## config.mk

```make
export PLATFORM = sky130hd
export DESIGN_NAME = beat_sequencer_flat
export DESIGN_NICKNAME = d
export VERILOG_FILES = /design/src/rtl/beat_sequencer_if.sv /design/src/rtl/beat_sequencer.sv /design/src/flat_wrapper.sv
export SDC_FILE = /design/constraint.sdc
export NUM_CORES = 1
export LEC_CHECK = 0
export CORE_MARGIN = 2
export CORE_UTILIZATION = 32
export CTS_CLUSTER_DIAMETER = 120
export DETAILED_ROUTE_END_ITERATION = 10
export DONT_BUFFER_PORTS = 1
export PLACE_DENSITY = 0.56
export SLEW_MARGIN = 20
export SYNTH_ARGS = -nofsm -noshare
export SYNTH_HDL_FRONTEND = slang
export SYNTH_SLANG_ARGS = --single-unit
```

## constraint.sdc

```tcl
create_clock -name clk -period 2.2 [get_ports clk]
set_input_delay 0.22 -clock clk [delete_from_list [all_inputs] [get_ports clk]]
set_output_delay 0.22 -clock clk [all_outputs]
set_load 0.01 [all_outputs]
```

## src/rtl/beat_sequencer_if.sv

```systemverilog
// rtl/beat_sequencer_if.sv - control and beat-index bundle between board controls, sequencer and note ROM
interface beat_sequencer_if #(
  parameter int BEAT_W = 12,
  parameter int TRK_W  = 1
);
  logic              beat_en;
  logic              _play;
  logic              _repeat;
  logic              _rewind;
  logic              _stop;
  logic [TRK_W-1:0]  track_sel;
  logic [BEAT_W-1:0] ibeat;
  logic [TRK_W-1:0]  track;
  logic [1:0]        state;
  logic              playing;
  logic              done;
  logic              wrap;

  modport master (
    output beat_en, _play, _repeat, _rewind, _stop, track_sel,
    input  ibeat, track, state, playing, done, wrap
  );

  modport slave (
    input  beat_en, _play, _repeat, _rewind, _stop, track_sel,
    output ibeat, track, state, playing, done, wrap
  );
endinterface

```

## src/rtl/beat_sequencer.sv

```systemverilog
// rtl/beat_sequencer.sv - multi-track beat index sequencer with play/pause, rewind, repeat and beat strobe
module beat_sequencer #(
  parameter int                       BEAT_W   = 12,
  parameter int                       TRACKS   = 2,
  parameter int                       TRK_W    = 1,
  parameter logic [TRACKS*BEAT_W-1:0] LEN_LIST = {12'd4095, 12'd4095}
) (
  input  logic            clk,
  input  logic            reset_n,
  beat_sequencer_if.slave bus
);
  typedef enum logic [1:0] {
    ST_STOP  = 2'd0,
    ST_PLAY  = 2'd1,
    ST_PAUSE = 2'd2,
    ST_END   = 2'd3
  } state_t;

  localparam logic [BEAT_W-1:0] ONE = BEAT_W'(1);

  state_t            state_q, state_nx;
  logic [BEAT_W-1:0] ibeat_q, ibeat_nx;
  logic [TRK_W-1:0]  track_q, track_nx;
  logic [BEAT_W-1:0] len_q, len_nx;
  logic              wrap_q, wrap_nx;
  logic [TRK_W-1:0]  sel_trk;
  logic [BEAT_W-1:0] sel_len;
  logic [BEAT_W-1:0] last;

  // Unmatched selections fall through to track 0.
  always_comb begin
    sel_trk = '0;
    sel_len = LEN_LIST[0 +: BEAT_W];
    for (int k = 0; k < TRACKS; k++) begin
      if (bus.track_sel == TRK_W'(k)) begin
        sel_trk = TRK_W'(k);
        sel_len = LEN_LIST[k*BEAT_W +: BEAT_W];
      end
    end
  end

  always_ff @(posedge clk or negedge reset_n) begin
    if (!reset_n) begin
      state_q <= ST_STOP;
      ibeat_q <= '0;
      track_q <= '0;
      len_q   <= LEN_LIST[0 +: BEAT_W];
      wrap_q  <= 1'b0;
    end else begin
      state_q <= state_nx;
      ibeat_q <= ibeat_nx;
      track_q <= track_nx;
      len_q   <= len_nx;
      wrap_q  <= wrap_nx;
    end
  end

  always_comb begin
    state_nx = state_q;
    ibeat_nx = ibeat_q;
    track_nx = track_q;
    len_nx   = len_q;
    wrap_nx  = 1'b0;
    last     = len_q - ONE;

    if (state_q == ST_STOP) begin
      track_nx = sel_trk;
      len_nx   = sel_len;
    end

    if (bus._stop) begin
      state_nx = ST_STOP;
      ibeat_nx = '0;
    end else begin
      case (state_q)
        ST_STOP: begin
          if (bus._play) begin
            state_nx = ST_PLAY;
            ibeat_nx = bus._rewind ? (sel_len - ONE) : '0;
          end
        end
        ST_PLAY: begin
          if (!bus._play) begin
            state_nx = ST_PAUSE;
          end else if (bus.beat_en) begin
            // Direction and repeat are taken from this advancing cycle only.
            if (!bus._rewind) begin
              if (ibeat_q < last) begin
                ibeat_nx = ibeat_q + ONE;
              end else if (bus._repeat) begin
                ibeat_nx = '0;
                wrap_nx  = 1'b1;
              end else begin
                state_nx = ST_END;
              end
            end else begin
              if (ibeat_q != '0) begin
                ibeat_nx = ibeat_q - ONE;
              end else if (bus._repeat) begin
                ibeat_nx = last;
                wrap_nx  = 1'b1;
              end else begin
                state_nx = ST_END;
              end
            end
          end
        end
        ST_PAUSE: begin
          if (bus._play) state_nx = ST_PLAY;
        end
        ST_END: begin
          if (!bus._play) begin
            state_nx = ST_STOP;
            ibeat_nx = '0;
          end
        end
        default: state_nx = ST_STOP;
      endcase
    end
  end

  assign bus.ibeat   = ibeat_q;
  assign bus.track   = track_q;
  assign bus.state   = state_q;
  assign bus.playing = (state_q == ST_PLAY);
  assign bus.done    = (state_q == ST_END);
  assign bus.wrap    = wrap_q;
endmodule

```

## src/flat_wrapper.sv

```systemverilog
// flat-port wrapper written by rule: the top's interface ports become plain ports
module beat_sequencer_flat 
#(
  parameter int                       BEAT_W   = 12,
  parameter int                       TRACKS   = 2,
  parameter int                       TRK_W    = 1,
  parameter logic [TRACKS*BEAT_W-1:0] LEN_LIST = {12'd4095, 12'd4095}
)
  (clk, reset_n, bus_beat_en, bus__play, bus__repeat, bus__rewind, bus__stop, bus_track_sel, bus_ibeat, bus_track, bus_state, bus_playing, bus_done, bus_wrap);
  beat_sequencer_if #(.BEAT_W(BEAT_W), .TRK_W(TRK_W)) bus_i ();
  input  logic clk;
  input  logic reset_n;
  input wire logic [$bits(bus_i.beat_en)-1:0] bus_beat_en;
  input wire logic [$bits(bus_i._play)-1:0] bus__play;
  input wire logic [$bits(bus_i._repeat)-1:0] bus__repeat;
  input wire logic [$bits(bus_i._rewind)-1:0] bus__rewind;
  input wire logic [$bits(bus_i._stop)-1:0] bus__stop;
  input wire logic [$bits(bus_i.track_sel)-1:0] bus_track_sel;
  output wire logic [$bits(bus_i.ibeat)-1:0] bus_ibeat;
  output wire logic [$bits(bus_i.track)-1:0] bus_track;
  output wire logic [$bits(bus_i.state)-1:0] bus_state;
  output wire logic [$bits(bus_i.playing)-1:0] bus_playing;
  output wire logic [$bits(bus_i.done)-1:0] bus_done;
  output wire logic [$bits(bus_i.wrap)-1:0] bus_wrap;
  assign bus_i.beat_en = bus_beat_en;
  assign bus_i._play = bus__play;
  assign bus_i._repeat = bus__repeat;
  assign bus_i._rewind = bus__rewind;
  assign bus_i._stop = bus__stop;
  assign bus_i.track_sel = bus_track_sel;
  assign bus_ibeat = bus_i.ibeat;
  assign bus_track = bus_i.track;
  assign bus_state = bus_i.state;
  assign bus_playing = bus_i.playing;
  assign bus_done = bus_i.done;
  assign bus_wrap = bus_i.wrap;
  beat_sequencer #(.BEAT_W(BEAT_W), .TRACKS(TRACKS), .TRK_W(TRK_W), .LEN_LIST(LEN_LIST)) u_core (.clk(clk), .reset_n(reset_n), .bus(bus_i));
endmodule
```

Word level (Yosys, flattened, before mapping):

Index checks and enable logic that the tools add are counted.

* flip-flop bits (word level): 16
* bits in latches: 0
* bits in writable memories: 0
* memory bits (read-only): 0
* bits of input ports: 8
* output and inout bits: 18
* logic and storage cells: 57
* memories kept: 0

* add/sub/neg operators: 2
* $mul: 0
* divide/modulo/power cells: 0
* order comparisons: 1
* eq/ne operators: 13
* shift-type cells: 0
* mux-type cells: 31
* bitwise logic cells: 0
* reduce and logical (&&, ||, !) cells: 6

Operator list (number)
* $mux W12: 11
* $pmux W12 S3: 1
* $mux W2: 9
* $add A12 B1 Y12 const B: 1
* $lt A12 B12 Y1 const B: 1
* $ne A3 B3 Y1 const B: 4
* $reduce_bool A12 Y1: 1
* $sub A12 B1 Y12 const B: 1
* $ne A5 B4 Y1 const B: 2
* $ne A5 B5 Y1 const B: 2
* $mux W1: 9
* $reduce_and A7 Y1: 1
* $pmux W2 S3: 1
* $reduce_and A5 Y1: 1
* $eq A2 B2 Y1 const B: 2
* $ne A4 B4 Y1 const B: 1
* $reduce_bool A4 Y1: 1
* $ne A3 B1 Y1 const B: 1
* $eq A2 B1 Y1 const B: 1
* $logic_not A2 Y1: 1
* $reduce_or A2 Y1: 1

Logic depth before layout (Yosys ltp):

Gate-level depths: netlist (run 1).

* depth after elaboration: 7
* mapped depth: 8
* mapped depth without buffers: 8

Least setup slack after synthesis (run 1):

Ideal clock, no wire load.

* path kind: register to register
* start: register u_core.ibeat_q[7] (netlist: u_core.bus.ibeat[7])
* end: register u_core.ibeat_q[7] (netlist: u_core.bus.ibeat[7])
* setup time: 124 ps
* arrival: 1863 ps
* data required time: 2076 ps
* path slack: 213 ps
* cell stages (with the launch flop): 8
* path buffers: 1
* period minus slack after synthesis: 1987 ps
* cells stage by stage: dfrtp_1 buf_2 nor4_4 and2_1 a41oi_4 o21ai_2 nor3_1 a211o_1

* longest elaborated chain between the ends: 7

Ends and longest elaborated chain
* start, declared: line beat_sequencer.sv:22 `logic [BEAT_W-1:0] ibeat_q, ibeat_nx;`
* start signal, assigned: line beat_sequencer.sv:51 `ibeat_q <= ibeat_nx;`
* $add A12 B1 Y12, or another cell as far along: line beat_sequencer.sv:89 `ibeat_nx = ibeat_q + ONE;`
* $mux W12, on equally long branches: line beat_sequencer.sv:88, beat_sequencer.sv:97
* $mux W12: line beat_sequencer.sv:87 `if (!bus._rewind) begin`
* $mux W12: line beat_sequencer.sv:85 `end else if (bus.beat_en) begin`
* $mux W12: line beat_sequencer.sv:83 `if (!bus._play) begin`
* $pmux W12 S3: line beat_sequencer.sv:75 `case (state_q)`
* $mux W12: line beat_sequencer.sv:71 `if (bus._stop) begin`

Parallel ways exist; a longest one is shown, timed or not. The select of a mux whose other input is x is not followed.
A chain may end at the register's enable or synchronous reset.

Worst setup path in the final report (run 1):

* start: register u_core.ibeat_q[6] (netlist: u_core.bus.ibeat[6])
* end: register u_core.ibeat_q[6] (netlist: u_core.bus.ibeat[6])

The elaborated chain is that of the path after synthesis.

==> results of run 1 <==
-- cell families (layout without fill, tap and decap cells) --
logic type	count (synthesis)	after routing	synth area share, %
simple gates	73	73	31.0
compound gates	49	49	23.9
buf+inv	20	40	6.20
flops	16	16	27.6
xor+xnor	12	12	7.24
fa+ha+maj	3	3	2.58
mux	2	2	1.55
-- layout make-up --
cell class	instances	share of cell area, %
multi-input combinational	139	55.6
clock buffer	4	3.16
timing repair buffer	29	12.7
tap	52	3.74
inverter	7	1.51
sequential	16	23.3
-- per-layer routing --
layer / track usage (%) / vias to the layer above / routed length, um
li1: - / 686 / -
met1: 23.4 / 723 / 1900
met2: 27.5 / 100 / 2010
met3: 5.20 / 21 / 438
met4: 9.01 / 0 / 221
met5: 0 / - / 0
-- state kept, by name (all words and copies together) (netlist names) --
register          count
u_core.bus.state      2
u_core.bus.track      1
u_core.bus.wrap       1
u_core.bus.ibeat     12
-- critical path, stage by stage (launching register included) --
cell and delay, ps:
dfrtp_1 460, nor4_4 410, buf_4 170, nand4_1 90, nand2_1 280, o221ai_1 210, a211oi_1 300, a211o_1 140
-- final timing paths --
path / start / endpoint / slack (ps)
max: u_core.bus.ibeat[6] / u_core.bus.ibeat[6] / 70
min: bus__stop / u_core.bus.state[1] / 7
max reg2reg: u_core.bus.ibeat[6] / u_core.bus.ibeat[6] / 70
min reg2reg: u_core.bus.track / u_core.bus.track / 590
max in group asynchronous: reset_n / u_core.bus.ibeat[3] / 1150
min in group asynchronous: reset_n / u_core.bus.ibeat[6] / 490
-- layout by cell type (no fill, tap or decap), types with 5 or more instances in the layout --
cell | Yosys | routed
xnor2_1 | 9 | 9
inv_1 | 6 | 6
buf_4 | 2 | 28
nor2_1 | 14 | 14
nand2_1 | 11 | 11
nor3_1 | 6 | 6
dfrtp_1 | 16 | 12
o22ai_1 | 5 | 5
nand3_1 | 6 | 6
a21oi_1 | 12 | 12
nand4_1 | 5 | 5
o21ai_0 | 5 | 5
-- power groups by stage --
stage	sequential (mW)	combinational (mW)	clock, mW
after floorplan	0.370	0.250	0
after global placement	0.370	0.361	0
after detailed placement	0.372	0.365	0
after CTS	0.366	0.376	0.290
after global routing	0.373	0.429	0.306
final	0.369	0.397	0.288
-- timing repair --
action                                 4_1_cts  5_1_grt
setup buffers                                0        2
gates resized for setup                      0        6
endpoints found under the hold margin       16        0
hold buffers                                 1        0
setup endpoints to repair                    0        7
==> results.cfg, run 1 <==
[timing]
grt_setup_unrepaired = false
timing.final.setup_violations = 0
fin_setup_tns_ps = 0
whs_ps = 7.23
report.final.slew_viol_count = 0
timing.final.crit_period_ps = 2130
largest_clock_skew_in_the_final_design_ps = 5.03
tightest_slew_ps = 820
finalWorstSetupSlack_ps = 73.3
slew_headroom_pct = 45.2
finalHoldViolations = 0
final.period_utilization_pct = 96.7
fmaxAchievable_mhz = 470

[final_layout]
seq_area_um2 = 405
multi_input_comb_area_um2 = 968
n_fill_cell = 420
drive_above_1_share_pct = 25.6
antenna_cells = 0
final_util_pct = 40.0
layoutNonFillerInstCount = 247
design.final.nets = 207
area_growth_syn_to_layout_pct = 19.8
final_area_um2 = 1740

[yosys]
postSynth.asyncResetShare_pct = 100
synth.cell_area_um2 = 1450
mappedNetlistNets = 186
dominantRegCellSynth = dfrtp_1
post_synth_most_frequent_cells = dfrtp_1, nor2_1, a21oi_1, nand2_1, xnor2_1
yosys_warnings = 0
post-synth-top-area-fraction_pct = 27.6
count_leader_synth = dfrtp_1
postSynthAreaPerCell_um2 = 8.30
synth.top_cells.by_area = dfrtp_1, xnor2_1, a21oi_1
edff_count_synth = 0
post_synth_num_cell_types = 47
synthDominantAreaCellType = dfrtp_1
synth_seq_cells = 16
synth_seq_area_share_pct = 27.6
netlist_instances = 175

[setup_path]
worstPathMaxFanout = 7
setup.worst_path.end_class = flip-flop
critPathKind = reg -> reg
timing.critical_path.arrival_ps = 2340
ff2ff_path_depth = 7
startpoint_type = flip-flop
crit_required_ps = 2410

[pwr]
share_seq_of_total_power_pct = 35.0
net_sw_share_pct = 37.3
power_leakage_nw = 0.727
cellInternalPower_uw = 660
net-switching-power_uw = 393
vdd.ir_drop.worst_v = 0.000369
power_per_cell_area_nw_per_um2 = 605
p_comb_share_pct = 37.7
power_after_layout_mw = 1.05
clock_power_share_pct = 27.3

[cts]
cts_inserted_buffers = 3
tritoncts = built
cts.reportedPaths.clkPinSlew_ps = 80
h-tree-depth = 1
cts-root-to-sink-buffers = 2
clk_latency_ps = 270
cts_root_buffer = clkbuf_8
cts.sinks = 16

[die]
design.die.area_um2 = 5090
core_footprint_um2 = 4350
die_height_um = 71.4
fp.dieW_um = 71.4
effective_utilization_at_floorplan_pct = 33.4
rows = 24
floorplan.io_pins = 26

[route]
via_per_inst = 6.19
postRouteWirelength_um = 4560
via_count = 1530
routed_wire_length_per_instance_um = 18.5
initialDrtViolationCount = 111
postRouteAntennaNets = 0
post-route-drc-count = 0
drt_pre_antenna_iters = 4

[placement]
hpwlAfterDp_um = 3330
gp_congestion = 1.00
postPlaceCellArea_um2 = 1650
io_buffer_count = 0
placed_cells = 240
pre_cts_slack_ps = 102

[global_routing]
global_route.overflow_total = 0
global_route_usage_over_all_layers_pct = 18.1
maximum_number_of_pins_on_one_net_before_global_route_repair = 21
first_global_vias = 1423
antenna_found_initial = 0
grt_first_pass_wirelength_um = 7270

[run]
cap_violations = 0

[min_path]
worstHoldPathCells = 1
hold_class = in -> reg

[outcome]
status = finished, final reports clean
Power figures use the tool's default switching activity.
==> run 2: changes to the inputs <==
--- a/config.mk
+++ b/config.mk
@@ -5,6 +5,7 @@
 export SDC_FILE = /design/constraint.sdc
 export NUM_CORES = 1
 export LEC_CHECK = 0
+export CORE_ASPECT_RATIO = 0.7
 export CORE_MARGIN = 2
 export CORE_UTILIZATION = 32
 export CTS_CLUSTER_DIAMETER = 120
==> run 2 against run 1 <==
  * First-iteration DRC count rose by 64%
  * Register-to-register slack improved by 40 ps
  * Fmax rose by 2.1%
  * Critical path depth fell by 1
  * Clock-buffer cell count did not move
  * Sequential power rose by 2%
  * Hold slack improved by 12 ps
  * Via count fell by 6.4%
  * Largest cell class unchanged
  * Critical path type unchanged
  * Total power fell by 2.4%
  * Largest power group is now registers
==> results.cfg, run 2 (synthesis results as in run 1) <==
[placement]
postPlaceCellArea_um2 = 1650
hpwlAfterDp_um = 3430
io_buffer_count = 0
gp_congestion = 0.979

[die]
floorplan.io_pins = 26
die_height_um = 60.4
fp.dieW_um = 84.5
rows = 20
design.die.area_um2 = 5100
core_footprint_um2 = 4350
effective_utilization_at_floorplan_pct = 33.4

[final_layout]
design.final.nets = 204
final_area_um2 = 1720
largest_reg_flops = 12
layout.cells.most_common = buf_4
drive_above_1_share_pct = 23.4
area_growth_syn_to_layout_pct = 18.6
mostFrequentLayoutCells = buf_4, nor2_1, a21oi_1, dfrtp_1, nand2_1
antenna_cells = 0

[route]
drt_pre_antenna_iters = 4
via_count = 1432
initialDrtViolationCount = 182
post-route-drc-count = 0
via_per_inst = 5.80
postRouteAntennaNets = 0
postRouteWirelength_um = 4460
routed_wire_length_per_instance_um = 18.1

[cts]
cts_setup_buffers = 0
clk_latency_ps = 260
cts-root-to-sink-buffers = 2
h-tree-depth = 1
cts_inserted_buffers = 3
tritoncts = built
cts.sinks = 16
cts_root_buffer = clkbuf_8
cts.reportedPaths.clkPinSlew_ps = 80

[setup_path]
critPathKind = reg -> reg
worstPathMaxFanout = 7
setup.worst_path.end_class = flip-flop
crit_required_ps = 2350
startpoint_type = flip-flop
timing.critical_path.arrival_ps = 2230

[timing]
report.final.slew_viol_count = 0
fin_setup_tns_ps = 0
grt_setup_unrepaired = false
tightest_slew_ps = 802
finalHoldViolations = 0
timing.final.setup_violations = 0
fmaxAchievable_mhz = 480
slew_headroom_pct = 46.3
final.period_utilization_pct = 94.6
timing.final.crit_period_ps = 2080
largest_clock_skew_in_the_final_design_ps = 4.03

[outcome]
status = finished, final reports clean

[global_routing]
met2_track_utilization_from_global_routing_pct = 27.3
grt.busiest_layer = met1
global_route_usage_over_all_layers_pct = 18.4
grt_first_pass_wirelength_um = 7320
maximum_number_of_pins_on_one_net_before_global_route_repair = 21
antenna_found_initial = 0
first_global_vias = 1372
grt_met1_usage_pct = 27.8
global_routing_usage_on_met3_pct = 4.49
global_route.overflow_total = 0

[pwr]
cellInternalPower_uw = 646
power_after_layout_mw = 1.03
power_leakage_nw = 0.713
net-switching-power_uw = 382
net_sw_share_pct = 37.1
vdd.ir_drop.worst_v = 0.000247
share_seq_of_total_power_pct = 36.5
power_per_cell_area_nw_per_um2 = 597
p_comb_share_pct = 35.6
clock_power_share_pct = 27.9

[run]
cap_violations = 0

[min_path]
hold_class = in -> reg
[run 2: changes by cell type in the layout (fill, tap and decap cells not counted)]
cell and change:
a2111oi_2 -1, o21ai_4 +1, and2_1 +1, a2111oi_1 +1, o21ai_2 -1, buf_4 -3
and2_2 -1
[run 2: worst paths after layout]
kind,from,endpoint,slack (ps),cells after the start
worst max-delay path,u_core.bus.ibeat[5],u_core.bus.ibeat[6],120,6
worst min-delay path,bus__stop,u_core.bus.state[0],20,1
worst max register to register,u_core.bus.ibeat[5],u_core.bus.ibeat[6],120,6
worst min register to register,u_core.bus.track,u_core.bus.track,590,1
max in group asynchronous,reset_n,u_core.bus.ibeat[6],1160,1
min in group asynchronous,reset_n,u_core.bus.ibeat[3],480,1
[run 2: final cells by class]
| cell class | count | area (um2) |
|---|---|---|
| Timing Repair Buffer | 26 | 198 |
| Tap cell | 55 | 68.8 |
| Inverter | 7 | 26.3 |
| Fill cell | 473 | 2630 |
| Multi-Input combinational cell | 139 | 970 |
| Clock buffer | 4 | 55.1 |
| Sequential cell | 16 | 405 |
[run 2: worst max-delay path: stages (launching register included)]
cell      delay (ps)
dfrtp_2          490
nand4_2          240
nor4_4           450
a41oi_4          110
o21ai_4          310
a211oi_1          90
a211o_1          280
[run 2: stage by stage]
| stage | util [%] | instances | setup slack (ps) | hold slack (ps) |
|---|---|---|---|---|
| 2_1_floorplan | - | 175 | 213 | -75.6 |
| 3_3_place_gp | 37.8 | 242 | 63.2 | -75.2 |
| 3_5_place_dp | 37.8 | 242 | 64.6 | -75.2 |
| 4_1_cts | 39.3 | 247 | 50.3 | 17.2 |
| 5_1_grt | 39.6 | 247 | 1.60 | 14.1 |
| 6_report | 39.6 | 247 | 118 | 18.8 |
[run 2: power by group through the flow]
stage          logic [mW]  registers [mW]  clock network, mW
2_1_floorplan       0.250           0.370                  0
6_report            0.366           0.375              0.287
5_1_grt             0.401           0.380              0.303
3_5_place_dp        0.353           0.379                  0
3_3_place_gp        0.354           0.377                  0
4_1_cts             0.363           0.373              0.288
[run 2: per-layer routing]
layer  share of wire (%)  up-vias  routed length, um
li1                    -      687                  -
met1                  49      683               2170
met2                  41       60               1820
met3                  10        2                461
met4                0.22        0                 10
met5                   0        -                  0
[run 2: timing repair]
item	4_1_cts	5_1_grt
setup endpoints to repair	0	5
endpoints found under the hold margin	16	0
gates resized for setup	0	5
hold buffers	1	0
==> run 3: changes to the inputs <==
--- a/config.mk
+++ b/config.mk
@@ -5,10 +5,10 @@
 export SDC_FILE = /design/constraint.sdc
 export NUM_CORES = 1
 export LEC_CHECK = 0
+export ABC_AREA = 1
 export CORE_ASPECT_RATIO = 0.7
 export CORE_MARGIN = 2
 export CORE_UTILIZATION = 32
-export CTS_CLUSTER_DIAMETER = 120
 export DETAILED_ROUTE_END_ITERATION = 10
 export DONT_BUFFER_PORTS = 1
 export PLACE_DENSITY = 0.56
==> run 3 against run 2 <==
  * Final cell count rose by 38%
  * Flip-flop and latch count did not move
  * Synthesized cell count rose by 55%
  * Non-clock buffer count fell by 19
  * Global-route usage rose by 0.62 points
  * Area after synthesis rose by 8.4%
  * Critical path depth rose by 5
  * Die area rose by 8.0%
  * Routed wire length rose by 9.5%
  * Hold slack improved by 35 ps
==> results.cfg, run 3 <==
[outcome]
status = finished, final reports clean

[yosys]
dominantRegCellSynth = dfrtp_1
postSynth.asyncResetShare_pct = 100
synth_seq_area_share_pct = 25.4
post-synth-top-area-fraction_pct = 25.4
edff_count_synth = 0
synth.top_cells.by_area = dfrtp_1, nand2_1, nand3_1
synth.cell_area_um2 = 1580
post_synth_most_frequent_cells = nand2_1, nand3_1, nor2_1, inv_1, o21ai_0
mappedNetlistNets = 283
post_synth_num_cell_types = 28
netlist_instances = 272
yosys_warnings = 0
postSynthAreaPerCell_um2 = 5.79
synth_seq_cells = 16
synthDominantAreaCellType = dfrtp_1
count_leader_synth = nand2_1

[route]
postRouteWirelength_um = 4890
route.top_layer_used = met4
routed_wire_length_per_instance_um = 14.4
via_count = 1692
post-route-drc-count = 0
via_per_inst = 4.98
drt_pre_antenna_iters = 6
initialDrtViolationCount = 205
wl_met3_um = 505
wirelength_met1_um = 2360
postRouteAntennaNets = 0
met2_routed_wl_um = 2000

[placement]
placed_cells = 336
hpwlAfterDp_um = 3640
postPlaceCellArea_um2 = 1640
gp_congestion = 0.873
io_buffer_count = 0
pre_cts_slack_ps = 217

[die]
effective_utilization_at_floorplan_pct = 33.1
core_footprint_um2 = 4760
fp.dieW_um = 87.9
design.die.area_um2 = 5510
die_height_um = 62.7
floorplan.io_pins = 26
rows = 21

[timing]
largest_clock_skew_in_the_final_design_ps = 3.39
final.period_utilization_pct = 89.9
slew_headroom_pct = 45.4
finalWorstSetupSlack_ps = 223
fin_setup_tns_ps = 0
grt_setup_unrepaired = false
timing.final.crit_period_ps = 1980
finalHoldViolations = 0
report.final.slew_viol_count = 0
whs_ps = 54.1
timing.final.setup_violations = 0
tightest_slew_ps = 816
fmaxAchievable_mhz = 506

[global_routing]
maximum_number_of_pins_on_one_net_before_global_route_repair = 17
first_global_vias = 1527
grt_first_pass_wirelength_um = 8150
global_route_usage_over_all_layers_pct = 19.0
antenna_found_initial = 0
global_route.overflow_total = 0

[final_layout]
drive_above_1_share_pct = 9.59
final_area_um2 = 1690
design.final.nets = 284
mostFrequentLayoutCells = nand2_1, nand3_1, nor2_1, inv_1, o21ai_0
multi_input_comb_area_um2 = 988
layoutNonFillerInstCount = 340
largest_reg_flops = 12
n_fill_cell = 539
antenna_cells = 0
seq_area_um2 = 400
final_util_pct = 35.6
area_growth_syn_to_layout_pct = 7.39
layout.cells.most_common = nand2_1

[setup_path]
library_cell_contributing_the_largest_single_delay_on_the_critical_path = dfrtp_1
setup.worst_path.end_class = flip-flop
timing.critical_path.arrival_ps = 2170
worst_path_most_repeated_cell = nand2_1
critPathKind = reg -> reg
worst_path_cell_trace = inv_1 -> ha_1 -> nand2_1 -> nor2_1 -> nand2_1 -> nor2_1 -> nand3_1 -> nand4_2 -> nor2_2 -> nand2_1 -> nand2_1
stage_delay_of_the_slowest_cell_on_the_critical_path_ps = 550
startpoint_type = flip-flop
critical_path.n_buffers_inverters = 1
critical_path.top_delay_family = simple AND/OR/NAND/NOR gates
crit_required_ps = 2400
worstPathMaxFanout = 11

[cts]
h-tree-depth = 1
cts.sinks = 16
clk_latency_ps = 260
tritoncts = built
cts_root_buffer = clkbuf_8
cts-root-to-sink-buffers = 2
cts.reportedPaths.clkPinSlew_ps = 70
cts_inserted_buffers = 3

[min_path]
hold_class = in -> reg

[pwr]
power_leakage_nw = 0.839
vdd.ir_drop.worst_v = 0.000295
share_seq_of_total_power_pct = 40.9
net-switching-power_uw = 448
p_comb_share_pct = 35.7
cellInternalPower_uw = 573
power_per_cell_area_nw_per_um2 = 603
net_sw_share_pct = 43.9
power_after_layout_mw = 1.02
clock_power_share_pct = 23.4

[run]
cap_violations = 0
-- run 3: cell count changes in the layout (fill, tap and decap cells not counted), sizes merged, moves of 9 or more --
| cell | previous run | this run |
|---|---|---|
| o21ai | 11 | 23 |
| nand3 | 6 | 37 |
| nand2 | 11 | 97 |
| buf | 25 | 6 |
| inv | 7 | 32 |
| a21oi | 12 | 3 |
| xnor2 | 9 | 0 |
| nor2 | 14 | 38 |
-- run 3: path summary, 6_finish.rpt --
kind / start / to / slack, ps / cells after the start
setup / recovery: u_core.bus.ibeat[1] / u_core.bus.ibeat[1] / 220 / 11
max in group asynchronous: reset_n / u_core.bus.ibeat[7] / 1200 / 1
min in group asynchronous: reset_n / u_core.bus.wrap / 500 / 1
hold / removal: bus__stop / u_core.bus.state[0] / 50 / 1
hold reg to reg: u_core.bus.track / u_core.bus.track / 590 / 1
setup reg to reg: u_core.bus.ibeat[1] / u_core.bus.ibeat[1] / 220 / 11
-- run 3: kinds of logic (layout without fill, tap and decap cells) --
group	after synthesis	count (layout)	share of synthesized area [%]
AOI/OAI and AO/OA	28	28	9.13
buffers and inverters	43	42	12.0
xor gates and xnor gates	1	1	0.556
muxes	1	1	0.715
adders and majority gates	3	3	2.38
and+or+nand+nor	180	180	49.8
DFF	16	16	25.4
-- run 3: worst reg2reg max path, stage by stage (launching register included) --
cell     delay, ps
dfrtp_1        550
inv_1          110
ha_1           210
nand2_1         70
nor2_1          40
nand2_1         50
nor2_1          40
nand3_1         70
nand4_2        120
nor2_2         450
nand2_1        110
nand2_1         80
-- run 3: final cells by class --
cell class                 count  area share [%]
inverter                      32            7.10
tap                           69            5.10
timing repair buffer           7            3.25
clock buffer                   3            2.44
multi-input combinational    213            58.4
sequential                    16            23.7
-- run 3: timing repair --
action / CTS / global route
hold buffers: 1 / 0
buffers inserted: 0 / 0
resized for setup: 0 / 1
hold endpoints to repair: 16 / 0
endpoints found under the setup margin: 0 / 1
-- run 3: layer usage --
metal  GRT usage (%)  up-vias
li1                -      862
met1            29.9      737
met2            26.3       89
met3            4.89        4
met4            2.31        0
met5               0        -
-- run 3: power groups by stage --
| stage | sequential (mW) | clock, mW | combinational, mW |
|---|---|---|---|
| 5_1_grt | 0.425 | 0.263 | 0.424 |
| 6_report | 0.417 | 0.238 | 0.365 |
| 4_1_cts | 0.417 | 0.249 | 0.362 |
| 3_5_place_dp | 0.422 | 0 | 0.352 |
| 3_3_place_gp | 0.423 | 0 | 0.353 |
| 2_1_floorplan | 0.377 | 0 | 0.312 |
